`src/rtl/cache_bank_scheduler_pkg.sv`:
```
// Shared definitions for the cache bank scheduler: lane count, flush FSM states, op encoding.
// Width macros normally come from globalVariables.v; fallbacks keep the slice standalone.
`ifndef CACHE_BANK_ADDRESS_WIDTH
`define CACHE_BANK_ADDRESS_WIDTH 8
`endif
`ifndef DATA_WIDTH
`define DATA_WIDTH 16
`endif

package cache_bank_scheduler_pkg;

    localparam int LANES   = 4;
    localparam int DEF_ADR = `CACHE_BANK_ADDRESS_WIDTH;
    localparam int DEF_DAT = `DATA_WIDTH;

    typedef enum logic [1:0] {
        RUN   = 2'd0,
        DRAIN = 2'd1,
        CLEAR = 2'd2,
        ACK   = 2'd3
    } schedState_t;

    typedef enum logic {
        OP_READ  = 1'b0,
        OP_WRITE = 1'b1
    } schedOp_t;

endpackage

```
`src/rtl/cache_sched_arb.sv`:
```
// Read/write pick for the bank: one op per cycle, alternating on conflict via the last issued op.
module cache_sched_arb
    import cache_bank_scheduler_pkg::*;
(
    input  logic clk,
    input  logic reset,
    input  logic enable,
    input  logic wrReq,
    input  logic rdAny,
    output logic doWrite,
    output logic doRead
);

    schedOp_t lastOp;

    always_comb begin
        doWrite = 1'b0;
        doRead  = 1'b0;
        if (enable) begin
            if (wrReq && (!rdAny || lastOp == OP_READ)) begin
                doWrite = 1'b1;
            end else if (rdAny) begin
                doRead = 1'b1;
            end
        end
    end

    always_ff @(posedge clk) begin
        if (!reset) begin
            lastOp <= OP_READ;
        end else if (doWrite) begin
            lastOp <= OP_WRITE;
        end else if (doRead) begin
            lastOp <= OP_READ;
        end
    end

endmodule

```
`src/rtl/cache_bank_scheduler.sv`:
```
// Cache bank sequencer: arbitrates 4 read lanes and a fill write onto one bank, returns data and
// line-valid one cycle after grant, and runs the flush FSM. Optional perf counters: CACHE_SCHED_PERF_EN.
module cache_bank_scheduler
    import cache_bank_scheduler_pkg::*;
#(
    parameter int ADR = DEF_ADR,
    parameter int DAT = DEF_DAT
) (
    input  logic                 clk,
    input  logic                 reset,
    input  logic [LANES-1:0]     rd_req,
    input  logic [LANES*ADR-1:0] rd_addr,
    output logic [LANES-1:0]     rd_gnt,
    output logic [LANES-1:0]     rd_rsp_valid,
    output logic [LANES*DAT-1:0] rd_rsp_data,
    output logic [LANES-1:0]     rd_rsp_line_valid,
    input  logic                 wr_req,
    input  logic [ADR-1:0]       wr_addr,
    input  logic [DAT-1:0]       wr_data,
    output logic                 wr_gnt,
    input  logic                 flush_req,
    output logic                 flush_ack,
    output logic                 busy,
    output logic                 ram_we,
    output logic                 ram_re,
    output logic                 ram_rst,
    output logic [ADR-1:0]       ram_waddr,
    output logic [DAT-1:0]       ram_wdata,
    output logic [LANES*ADR-1:0] ram_raddr,
    input  logic [LANES*DAT-1:0] ram_dout,
    input  logic [LANES-1:0]     ram_unwritten,
`ifdef CACHE_SCHED_PERF_EN
    output logic [31:0]          perf_rd_ops,
    output logic [31:0]          perf_wr_ops,
    output logic [31:0]          perf_conflicts,
`endif
    output schedState_t          dbgState
);

    schedState_t      state;
    schedState_t      stateNext;
    logic             issueEn;
    logic             doWrite;
    logic             doRead;
    logic [LANES-1:0] rspMask;

    // A pending flush blocks new grants so the bank drains before it is cleared.
    assign issueEn = reset && (state == RUN) && !flush_req;

    cache_sched_arb uArb (
        .clk     (clk),
        .reset   (reset),
        .enable  (issueEn),
        .wrReq   (wr_req),
        .rdAny   (|rd_req),
        .doWrite (doWrite),
        .doRead  (doRead)
    );

    always_comb begin
        stateNext = state;
        case (state)
            RUN:     if (flush_req) stateNext = DRAIN;
            DRAIN:   stateNext = CLEAR;
            CLEAR:   stateNext = ACK;
            ACK:     stateNext = RUN;
            default: stateNext = RUN;
        endcase
    end

    always_ff @(posedge clk) begin
        if (!reset) begin
            state   <= RUN;
            rspMask <= '0;
        end else begin
            state   <= stateNext;
            rspMask <= rd_gnt;
        end
    end

    always_comb begin
        ram_raddr = '0;
        for (int i = 0; i < LANES; i++) begin
            if (rd_gnt[i]) ram_raddr[i*ADR +: ADR] = rd_addr[i*ADR +: ADR];
        end
    end

    assign rd_gnt            = doRead ? rd_req : '0;
    assign wr_gnt            = doWrite;
    assign ram_we            = doWrite;
    assign ram_re            = doRead;
    assign ram_rst           = !reset || (state == CLEAR);
    assign ram_waddr         = wr_addr;
    assign ram_wdata         = wr_data;
    assign busy              = (state != RUN);
    assign flush_ack         = reset && (state == ACK);
    assign rd_rsp_valid      = rspMask;
    assign rd_rsp_data       = ram_dout;
    assign rd_rsp_line_valid = ~ram_unwritten & rspMask;
    assign dbgState          = state;

`ifdef CACHE_SCHED_PERF_EN
    always_ff @(posedge clk) begin
        if (!reset || state == CLEAR) begin
            perf_rd_ops    <= '0;
            perf_wr_ops    <= '0;
            perf_conflicts <= '0;
        end else begin
            if (doRead && perf_rd_ops != '1) perf_rd_ops <= perf_rd_ops + 32'd1;
            if (doWrite && perf_wr_ops != '1) perf_wr_ops <= perf_wr_ops + 32'd1;
            if (wr_req && (|rd_req) && perf_conflicts != '1) perf_conflicts <= perf_conflicts + 32'd1;
        end
    end
`endif

endmodule

```
`config.mk`:
```
export PLATFORM = sky130hd
export DESIGN_NAME = cache_bank_scheduler
export DESIGN_NICKNAME = d
export VERILOG_FILES = /design/src/rtl/cache_bank_scheduler_pkg.sv /design/src/rtl/cache_sched_arb.sv /design/src/rtl/cache_bank_scheduler.sv
export SDC_FILE = /design/constraint.sdc
export NUM_CORES = 1
export LEC_CHECK = 0
export BUFFER_PORTS_ARGS = -buffer_cell sky130_fd_sc_hd__buf_2
export CAP_MARGIN = 20
export CORE_AREA = 10 10 98 100
export DETAILED_ROUTE_END_ITERATION = 10
export DIE_AREA = 0 0 108 110
export PLACE_DENSITY = 0.58
export SYNTH_ARGS = -nofsm -noshare
export SYNTH_HDL_FRONTEND = slang
export SYNTH_SLANG_ARGS = --single-unit
```
`constraint.sdc`:
```
create_clock -name clk -period 2.2 [get_ports clk]
set_input_delay 0.33 -clock clk [delete_from_list [all_inputs] [get_ports clk]]
set_output_delay 0.33 -clock clk [all_outputs]
set_load 0.01 [all_outputs]
```
==> metrics.cfg <==
[logic_synthesis]
synth_adder_area_share_pct=3.76
muxShareOfSynthArea_pct=0
synth_cell_types=21
synth_area_per_cell_um2=7.92
synthSimpleGateAreaFrac_pct=32.1
synth_top_family_by_area=buffers and inverters
syn_nets=304
synth-compound-area-share_pct=1.88
synth_edf_count=0
synth_cells=168
synthArstFlopShare_pct=0
syn_area_mm2=0.00133
ys_ff_latch=7
yosysSeqAreaShare_pct=10.5
yosys.area_share.xor_xnor_pct=0
yosysWarnings=0
synth-main-ff-cell=dfxtp_1

[grt]
grt_pass1_vias=1047
grt_usage_pct=7.25
antenna_found_initial=1
overflow=0
grt_max_degree=11
grt_pass1_wl_um=6360

[sta]
setup_viol=0
final.setup.tns_ps=0
tightest_slew_ps=603
drv_slew=0
hold_viol_final=0
min_period_ps=2100
rsz0062_at_grt=no
fmax_ghz=0.476
whs_ps=404
fin_crit_sh_pct=95.5
finClkSkew_ps=5.68
relSlewSlack_pct=59.4

[final_layout]
areaGrowthSynthToFinish_pct=3.48
diodes=0
final_common_cell=buf_2
post_route_cells_drive_above_1_share_pct=60.7
num-fill-cells=863
design_area_mm2=0.00138
nNetsFinal=320
final_cell_mix=buf_2 (95), and2_1 (32), dfxtp_1 (7)

[clock_tree]
cts_max_level=1
cts_tree=built
clk_pin_slew_ps=40
numCtsBuffers=3
cts_buffer_depth=2
insertion_delay_ps=230
cts.sinks=7
cts-hold-fix-buffers=0
cts-root-buf=clkbuf_8

[worst_setup_path]
crit_chain=inv_1 > ha_4 > nand3b_4 > nor3b_4 > buf_4 > and2_1 > buf_2
crit_fanout=9
cp-startpoint=dbgState[0]$_SDFFE_PN0P_
arrival_ps=1770
slowest_stage=dfxtp_1
crit_type=reg2out
cpPeakStageDelay_ps=330
r2r_cells=6
rr_startpoint=dbgState[1]$_SDFFE_PN0P_
cp-start-kind=flip-flop
regToRegSetupSlack_ps=870
end_kind=output pin
crit_end=ram_raddr[27]
crit_required_ps=1870
timing.rr.end=dbgState[0]$_SDFFE_PN0P_

[drt]
ant_nets=0
vias=1055
avgRoutedWirePerCell_um=18.0
drc_errors=0
vias_per_cell=3.70
postRouteWirelength_um=5120
firstDrtPassIters=4
drt_iter0_drc=19

[placement]
gp_congestion=0.833
placed_area_mm2=0.00128
dpl.hpwl_um=4330
port_buffers=95

[power]
pwr-share-comb_pct=54.1
ir_drop_mv=0.144
p_int_uw=469
leakagePower_nw=0.786
switching_share_pct=40.2
netSwitchingPower_uw=316
pwr-share-seq_pct=22.3
clkPwrFrac_pct=23.5
pwr_density_cell_mw_per_mm2=570

[status]
outcome=complete, no violations

[floorplanning]
core-area_mm2=0.00765
dieHeight_um=110
fp.dieArea_mm2=0.0119
start_util_pct=17.4
io_pins=272
rows=32
die_w_um=108

[min_path]
whs_path_depth=2
hold_path.class=in2reg

[flow_run]
cap_violations=0

[Yosys cell counts (2+ instances only)]
cell type	n	area, um^2
dfxtp_1	7	140
a21boi_0	2	15.0
buf_4	89	668
nand2_1	3	11.3
ha_1	4	50.1
nor3_1	2	10.0
nor3b_1	5	37.5
nor3b_4	4	75.1
nor2b_1	6	37.5
inv_1	4	15.0
and2_1	32	200
[worst min-delay path by stage]
stage / start / to / slack [ps]
after floorplan: uArb.lastOp$_SDFFE_PN0P_ / uArb.lastOp$_SDFFE_PN0P_ / 470
after global placement: uArb.lastOp$_SDFFE_PN0P_ / uArb.lastOp$_SDFFE_PN0P_ / 490
after CTS: rd_req[1] / rd_rsp_valid[1]$_SDFF_PN0_ / 390
final: rd_req[2] / rd_rsp_valid[2]$_SDFF_PN0_ / 400
after detailed placement: uArb.lastOp$_SDFFE_PN0P_ / uArb.lastOp$_SDFFE_PN0P_ / 510
after global routing: rd_req[2] / rd_rsp_valid[2]$_SDFF_PN0_ / 400
[repair_timing]
action,4_1_cts,5_1_grt
buffers inserted,0,1
resized for setup,0,2
setup endpoints to repair,0,29
[routing by layer]
layer | part of all wire, % | global-route usage [%] | up-vias | wire length (um)
li1 | - | - | 468 | -
met1 | 25 | 4.19 | 426 | 1270
met2 | 49 | 12.2 | 119 | 2510
met3 | 19 | 6.67 | 42 | 995
met4 | 6.8 | 7.54 | 0 | 348
met5 | 0 | 0 | - | 0
[flip-flops by register name, summed over array words and instances (netlist names)]
register      flops
uArb.lastOp       1
dbgState          2
rd_rsp_valid      4
[worst max-delay path: cells and delay by family (launching register included)]
family                     cells  cell delay [ps]
adders and majority gates      1              200
and+or+nand+nor                3              540
buffers and inverters          3              460
DFF                            1              330
[cells by family after synthesis]
family,Yosys count
and+or+nand+nor,59
buffers and inverters,94
AOI/OAI and AO/OA,4
DFF,7
adders and majority gates,4
[layout make-up]
cell class	count	area [um^2]	area share (%)
Multi-Input combinational cell	70	552	40.1
Clock buffer	4	45.0	3.27
Sequential cell	7	140	10.2
Timing Repair Buffer	98	498	36.1
Inverter	4	15.0	1.09
Tap cell	102	128	9.26
[power by group through the flow]
stage | registers, mW | clock network [mW] | logic (mW)
4_1_cts | 0.176 | 0.192 | 0.378
5_1_grt | 0.179 | 0.203 | 0.476
3_3_place_gp | 0.173 | 0 | 0.376
3_5_place_dp | 0.178 | 0 | 0.375
2_1_floorplan | 0.182 | 0 | 0.361
6_report | 0.175 | 0.185 | 0.425
[through the flow]
step | total power, mW | cells | setup WS, ps | util [%]
CTS | 0.746 | 281 | 1.46 | 17.3
floorplan | 0.543 | 168 | 429 | -
detailed placement | 0.553 | 277 | 261 | 16.7
finish | 0.785 | 285 | 98.8 | 18.0
global placement | 0.549 | 277 | 320 | 16.7
global route | 0.857 | 285 | 0.718 | 18.0
(Power assumes the default switching activity.)
